--- src/rtl/mul_norm.sv ---
// Normalise, round-to-nearest-even and saturate a raw mantissa product.
// Two-stage valid/ready pipeline: S1 plans the shift, S2 shifts, rounds and packs.
module mul_norm #(
    parameter int SIGN_W = 1,
    parameter int EXPO_W = 8,
    parameter int MANT_W = 23
) (
    input  logic                     clk,
    input  logic                     rst_n,
    input  logic                     in_valid,
    output logic                     in_ready,
    input  logic [SIGN_W-1:0]        in_sign,
    input  logic signed [EXPO_W+1:0] in_expo,
    input  logic [2*MANT_W+1:0]      in_prod,
    output logic                     out_valid,
    input  logic                     out_ready,
    output logic [SIGN_W-1:0]        out_sign,
    output logic [EXPO_W-1:0]        out_expo,
    output logic [MANT_W-1:0]        out_mant,
    output logic                     out_inexact,
    output logic                     out_ovf
);

    localparam int PROD_W = 2*MANT_W + 2;
    localparam int ET_W   = EXPO_W + 3;
    localparam int SH_W   = $clog2(PROD_W + 1);
    localparam logic signed [ET_W-1:0] EXPO_MAX = ET_W'((1 << EXPO_W) - 1);
    localparam logic signed [ET_W-1:0] PROD_LIM = ET_W'(PROD_W);

    typedef struct packed {
        logic [EXPO_W-1:0] expo;
        logic [MANT_W-1:0] mant;
        logic              inexact;
        logic              ovf;
    } res_t;

    function automatic logic [SH_W-1:0] count_lz(input logic [PROD_W-1:0] v);
        logic [SH_W-1:0] n;
        logic            found;
        n     = SH_W'(PROD_W);
        found = 1'b0;
        for (int i = PROD_W-1; i >= 0; i--) begin
            if (!found && v[i]) begin
                n     = SH_W'(PROD_W-1-i);
                found = 1'b1;
            end
        end
        return n;
    endfunction

    // Result MSB is the carry-out into the exponent; low bits are the new fraction.
    function automatic logic [MANT_W:0] round_rne(input logic [MANT_W-1:0] frac,
                                                  input logic guard,
                                                  input logic sticky);
        logic inc;
        inc = guard & (sticky | frac[0]);
        return {1'b0, frac} + {{MANT_W{1'b0}}, inc};
    endfunction

    function automatic res_t saturate(input logic signed [ET_W-1:0] expo,
                                      input logic [MANT_W-1:0] mant,
                                      input logic inexact);
        res_t r;
        if (expo >= EXPO_MAX) begin
            r.expo    = '1;
            r.mant    = '0;
            r.inexact = 1'b1;
            r.ovf     = 1'b1;
        end else begin
            r.expo    = expo[EXPO_W-1:0];
            r.mant    = mant;
            r.inexact = inexact;
            r.ovf     = 1'b0;
        end
        return r;
    endfunction

    logic                    vld_p1, vld_p2, s2_en;
    logic [SIGN_W-1:0]       sign_p1, sign_p2;
    logic [PROD_W-1:0]       prod_p1;
    logic signed [ET_W-1:0]  e_tgt_p1;
    logic [SH_W-1:0]         lz_p1, shamt_p1;
    logic                    left_p1;
    logic [EXPO_W-1:0]       expo_p2;
    logic [MANT_W-1:0]       mant_p2;
    logic                    inexact_p2, ovf_p2;

    assign s2_en    = !vld_p2 || out_ready;
    assign in_ready = !vld_p1 || s2_en;

    // ---- Stage 1: leading zeros, target exponent, shift direction/amount ----
    logic [SH_W-1:0]        lz_c, shamt_c;
    logic signed [ET_W-1:0] e_tgt_c, lz_s, lim_c, rsh_c;
    logic                   left_c;

    always_comb begin
        lz_c    = count_lz(in_prod);
        e_tgt_c = ET_W'(in_expo) + ET_W'(1);
        lz_s    = $signed(ET_W'(lz_c));
        lim_c   = e_tgt_c - ET_W'(1);
        rsh_c   = ET_W'(1) - e_tgt_c;
        left_c  = (e_tgt_c > ET_W'(0));
        shamt_c = '0;
        if (left_c) begin
            // Normalise, but never below exponent 1; the rest stays subnormal.
            shamt_c = (lim_c < lz_s) ? lim_c[SH_W-1:0] : lz_c;
        end else if (rsh_c > PROD_LIM) begin
            shamt_c = SH_W'(PROD_W);
        end else begin
            shamt_c = rsh_c[SH_W-1:0];
        end
    end

    always_ff @(posedge clk or negedge rst_n) begin
        if (!rst_n) begin
            vld_p1   <= 1'b0;
            sign_p1  <= '0;
            prod_p1  <= '0;
            e_tgt_p1 <= '0;
            lz_p1    <= '0;
            left_p1  <= 1'b0;
            shamt_p1 <= '0;
        end else if (in_ready) begin
            vld_p1 <= in_valid;
            if (in_valid) begin
                sign_p1  <= in_sign;
                prod_p1  <= in_prod;
                e_tgt_p1 <= e_tgt_c;
                lz_p1    <= lz_c;
                left_p1  <= left_c;
                shamt_p1 <= shamt_c;
            end
        end
    end

    // ---- Stage 2: shift, extract guard/sticky, round, saturate ----
    logic [2*PROD_W-1:0]    wide_c;
    logic [PROD_W-1:0]      shifted_c;
    logic [MANT_W-1:0]      frac_c;
    logic                   lost_c, guard_c, sticky_c;
    logic signed [ET_W-1:0] exp_pre_c, exp_rnd_c;
    logic [MANT_W:0]        rnd_c;
    res_t                   res_c;

    always_comb begin
        // Low half catches bits pushed out by a right shift.
        wide_c    = {prod_p1, {PROD_W{1'b0}}};
        wide_c    = left_p1 ? (wide_c << shamt_p1) : (wide_c >> shamt_p1);
        shifted_c = wide_c[2*PROD_W-1 -: PROD_W];
        lost_c    = |wide_c[PROD_W-1:0];
        frac_c    = shifted_c[PROD_W-2 -: MANT_W];
        guard_c   = shifted_c[PROD_W-2-MANT_W];
        sticky_c  = (|shifted_c[PROD_W-3-MANT_W:0]) | lost_c;
        exp_pre_c = shifted_c[PROD_W-1] ? (e_tgt_p1 - $signed(ET_W'(shamt_p1))) : '0;
        rnd_c     = round_rne(frac_c, guard_c, sticky_c);
        exp_rnd_c = exp_pre_c + $signed(ET_W'(rnd_c[MANT_W]));
        res_c     = saturate(exp_rnd_c, rnd_c[MANT_W-1:0], guard_c | sticky_c);
        if (lz_p1 == SH_W'(PROD_W)) begin
            res_c = '0;
        end
    end

    always_ff @(posedge clk or negedge rst_n) begin
        if (!rst_n) begin
            vld_p2     <= 1'b0;
            sign_p2    <= '0;
            expo_p2    <= '0;
            mant_p2    <= '0;
            inexact_p2 <= 1'b0;
            ovf_p2     <= 1'b0;
        end else if (s2_en) begin
            vld_p2 <= vld_p1;
            if (vld_p1) begin
                sign_p2    <= sign_p1;
                expo_p2    <= res_c.expo;
                mant_p2    <= res_c.mant;
                inexact_p2 <= res_c.inexact;
                ovf_p2     <= res_c.ovf;
            end
        end
    end

    assign out_valid   = vld_p2;
    assign out_sign    = sign_p2;
    assign out_expo    = expo_p2;
    assign out_mant    = mant_p2;
    assign out_inexact = inexact_p2;
    assign out_ovf     = ovf_p2;

endmodule

--- config.mk ---
export PLATFORM = sky130hd
export DESIGN_NAME = mul_norm
export DESIGN_NICKNAME = d
export VERILOG_FILES = /design/src/rtl/mul_norm.sv
export SDC_FILE = /design/constraint.sdc
export NUM_CORES = 1
export LEC_CHECK = 0
export BUFFER_PORTS_ARGS = -buffer_cell sky130_fd_sc_hd__buf_2
export CAP_MARGIN = 20
export CELL_PAD_IN_SITES_DETAIL_PLACEMENT = 0
export CELL_PAD_IN_SITES_GLOBAL_PLACEMENT = 1
export CORE_MARGIN = 8
export CORE_UTILIZATION = 42
export DETAILED_ROUTE_END_ITERATION = 6
export HOLD_SLACK_MARGIN = 0.06
export PLACE_DENSITY = 0.86
export SLEW_MARGIN = 10
export SYNTH_ARGS = -nofsm -noshare
export SYNTH_HDL_FRONTEND = slang
export SYNTH_SLANG_ARGS = --single-unit
--- constraint.sdc ---
create_clock -name clk -period 7.78 [get_ports clk]
set_input_delay 1.556 -clock clk [delete_from_list [all_inputs] [get_ports clk]]
set_output_delay 1.556 -clock clk [all_outputs]
set_load 0.02 [all_outputs]
==> results.toml <==
[pwr]
p_int_uw = 1810
p_seq_share_pct = 24.4
p_total_uw = 3650
powerDensity_nw_per_um2 = 249
peakVddDrop_v = 0.000117
power_frac_comb_pct = 63.2
p_leak_uw = 0.00589
p_clk_share_pct = 12.4
p_sw_uw = 1840
swShare_pct = 50.5

[detailed_routing]
wl_um = 52200
wl_per_cell_um = 24.5
first_iter_violations = 1816
num_vias = 14000
drc = 0
postRouteAntennaNets = 0
vias_per_cell = 6.58
drt-pass1-iter-count = 7

[critical_path]
ff2ff_path_depth = 27
crit_slowest_cell = "a2111oi_0"
crit-reg2reg-launch = "shamt_p1[0]"
ff2ff_setup_slack_ns = 0.69
cp.buffers_inverters = 3
required_ns = 8.03
critPathMaxStageDelay_ns = 0.67
critPathKind = "flip-flop to flip-flop"
cpLargestDelayFamily = "compound AO/OA/AOI/OAI gates"
cp.arrival_ns = 7.34
worst_setup_path_end_kind = "flip-flop"
critPathMaxFanout = 28
timing.rr.end = "out_mant[21]"
startpoint_type = "flip-flop"

[sta]
setup_viol = 0
finalCriticalPeriod_ns = 7.09
fin_skew_ns = 0.0174
finalMaxSlewViolations = 0
tns_ns = 0
grt_setup_unrepaired = "no"
hold_violations = 0
clock.fmax_mhz = 141
finalCritPeriodShare_pct = 91.1
slew_headroom_pct = 32.4
worstMarginPinSlew_ns = 0.989

[finish]
final_nets = 1767
diodes = 0
syn_to_final_growth_pct = 7.57
drive_gt1_share_pct = 19.2

[min_path]
min_path_cells = 2
hold_end = "out_sign"
hold_class = "flip-flop to flip-flop"
min_from = "out_sign"

[clocking]
cts.clk_slew.worst_paths_ns = 0.08
cts_tree = "built"
clk_latency_ns = 0.37
cts.sinks = 109
clockBufferDepth = 2
ctsResizeCount = 0
cts_buffers = 9
cts_root_buf = "clkbuf_16"
h-tree-depth = 3
cts_hold_repair.buffers = 0
post-cts-setup-buffer-count = 0

[yosys]
synth_top_family_by_area = "multiplexers"
synthAdderAreaFrac_pct = 1.80
synthXorXnorAreaFrac_pct = 2.80
synth_nets = 1758
synth_warnings = 0
synthCells = 1676
synthSimpleGateAreaFrac_pct = 24.0
synth_flop_cell = "dfrtp_1"
ys_types = 95
synth_seq_cells = 109
synthArstFlopShare_pct = 100
yosysSeqAreaShare_pct = 20.0
synth_edf_count = 0
synth-compound-area-share_pct = 20.4
avgSynthCellArea_sq_um = 8.14
netlist_area_sq_um = 13600
synth_mux_area_share_pct = 24.4

[floorplanning]
ios = 99
coreArea_sq_um = 32300
std_cell_rows = 66
die_x_um = 196
die_h_um = 196
initial_utilization_pct = 42.3
dieArea_sq_um = 38500

[place]
place_hpwl_um = 40100
port_buffers = 98
gp_congestion = 1.01

[grt]
grt_pass1_vias = 13500
grt_max_degree = 78
antenna_found_initial = 0
grt_util_all_layers_pct = 26.6
grt_pass1_wl_um = 81600
grt-ovfl-total = 0

[run]
max-cap-violations = 0

[status]
status = "finished, final reports clean"
[area by class of cell]
class	count	area [sq um]
fill	3219	17600
sequential	109	2740
multi-input combinational	1379	10000
tap	442	553
clock buffer	11	233
clock inverter	5	46.3
timing repair buffer	152	968
inverter	34	128
[layout by cell type, fill, tap and decap left out, types with 20 or more instances in the layout]
master    count
nor4_1       22
xnor2_1      25
nor2b_1      22
mux2i_1      94
nand2_1     312
mux4_2       67
inv_1        31
nor2_1      111
a31oi_1      21
nor3_1       43
dfrtp_1     105
buf_4        50
buf_2        97
a211oi_1     20
mux2_2       57
a21oi_1      61
o21ai_0      85
a22oi_1      33
nand3_1      52
[cells in the mapped netlist (all sizes together), types with 11 or more instances]
cell	instances	area share, %
nor2b	22	1.0
xor2	14	0.90
nor2	111	3.1
nand4	12	0.55
ha	18	1.7
nand3	52	1.9
dfrtp	109	20
clkbuf	83	2.4
a31oi	21	0.96
a211oi	20	1.1
mux2i	94	6.9
nand2	313	8.6
xnor2	26	1.7
and2	19	0.87
nor3	44	1.7
or3	11	0.50
nor4	23	1.1
o31ai	20	1.1
mux2	57	4.7
mux4	76	13
o2111ai	11	0.71
o211ai	17	0.93
inv	34	0.94
buf	71	3.3
a22oi	34	1.9
a21oi	61	2.2
nand2b	19	0.87
o21ai	88	3.2
[cell families (layout without fill, tap and decap cells)]
logic type                 Yosys count  in the layout
DFF                                109            109
AOI/OAI and AO/OA                  400            400
buffers and inverters              188            202
muxes                              227            227
xor gates and xnor gates            41             41
adders and majority gates           19             19
and+or+nand+nor                    692            692
[stage by stage]
| step | area, sq um | utilization [%] | setup WS, ns | instances | hold slack, ns |
|---|---|---|---|---|---|
| finish | 14700 | 45.5 | 0.691 | 2132 | 0.473 |
| CTS | 14700 | 45.5 | 0.850 | 2132 | 0.477 |
| global placement | 14400 | 44.5 | 0.604 | 2114 | 0.452 |
| floorplan | 13600 | - | 1.62 | 1676 | 0.439 |
| global route | 14700 | 45.5 | 0.238 | 2132 | 0.499 |
| detailed placement | 14400 | 44.6 | 0.883 | 2116 | 0.458 |
[worst reg2reg max path, delay by kind of cell, from the launching register on]
family	cells	cell delay [ns]
flip-flops	1	0.64
AND/OR/NAND/NOR	6	0.72
adder cells (fa/ha/maj)	3	0.64
buffers and inverters	3	0.75
AO/OA/AOI/OAI	14	3.66
multiplexers	1	0.56
[routing by layer]
layer | GRT usage [%] | share of wire [%] | vias to the layer above | wire, um
li1 | - | - | 6297 | -
met1 | 37.4 | 43 | 6771 | 22500
met2 | 40.2 | 43 | 821 | 22600
met3 | 4.54 | 9.2 | 146 | 4810
met4 | 10.5 | 4.3 | 0 | 2230
met5 | 0 | 0 | - | 0
[worst max path at each step]
stage                 from      endpoint  slack, ns  cells after the start
3_5_place_dp   shamt_p1[0]  out_mant[21]       0.88                     27
3_3_place_gp   shamt_p1[0]   out_mant[7]       0.60                     26
2_1_floorplan  shamt_p1[0]   out_expo[3]       1.62                     28
4_1_cts        shamt_p1[1]  out_mant[21]       0.85                     26
5_1_grt        shamt_p1[1]  out_mant[21]       0.24                     26
6_report       shamt_p1[0]  out_mant[21]       0.69                     27
[state kept, by name, summed over array words and instances, names as in the netlist]
name,count
out_inexact,1
left_p1,1
sign_p1,1
out_valid,1
lz_p1,6
out_ovf,1
e_tgt_p1,11
out_sign,1
out_mant,23
shamt_p1,6
vld_p1,1
out_expo,8
prod_p1,48
[power groups by stage]
stage / Sequential, uW / Clock (uW) / Combinational [uW]
floorplan: 856 / 0 / 1570
global route: 913 / 480 / 2460
finish: 891 / 452 / 2310
global placement: 887 / 0 / 2230
detailed placement: 897 / 0 / 2240
CTS: 884 / 464 / 2250
Power figures use the tool's default switching activity.
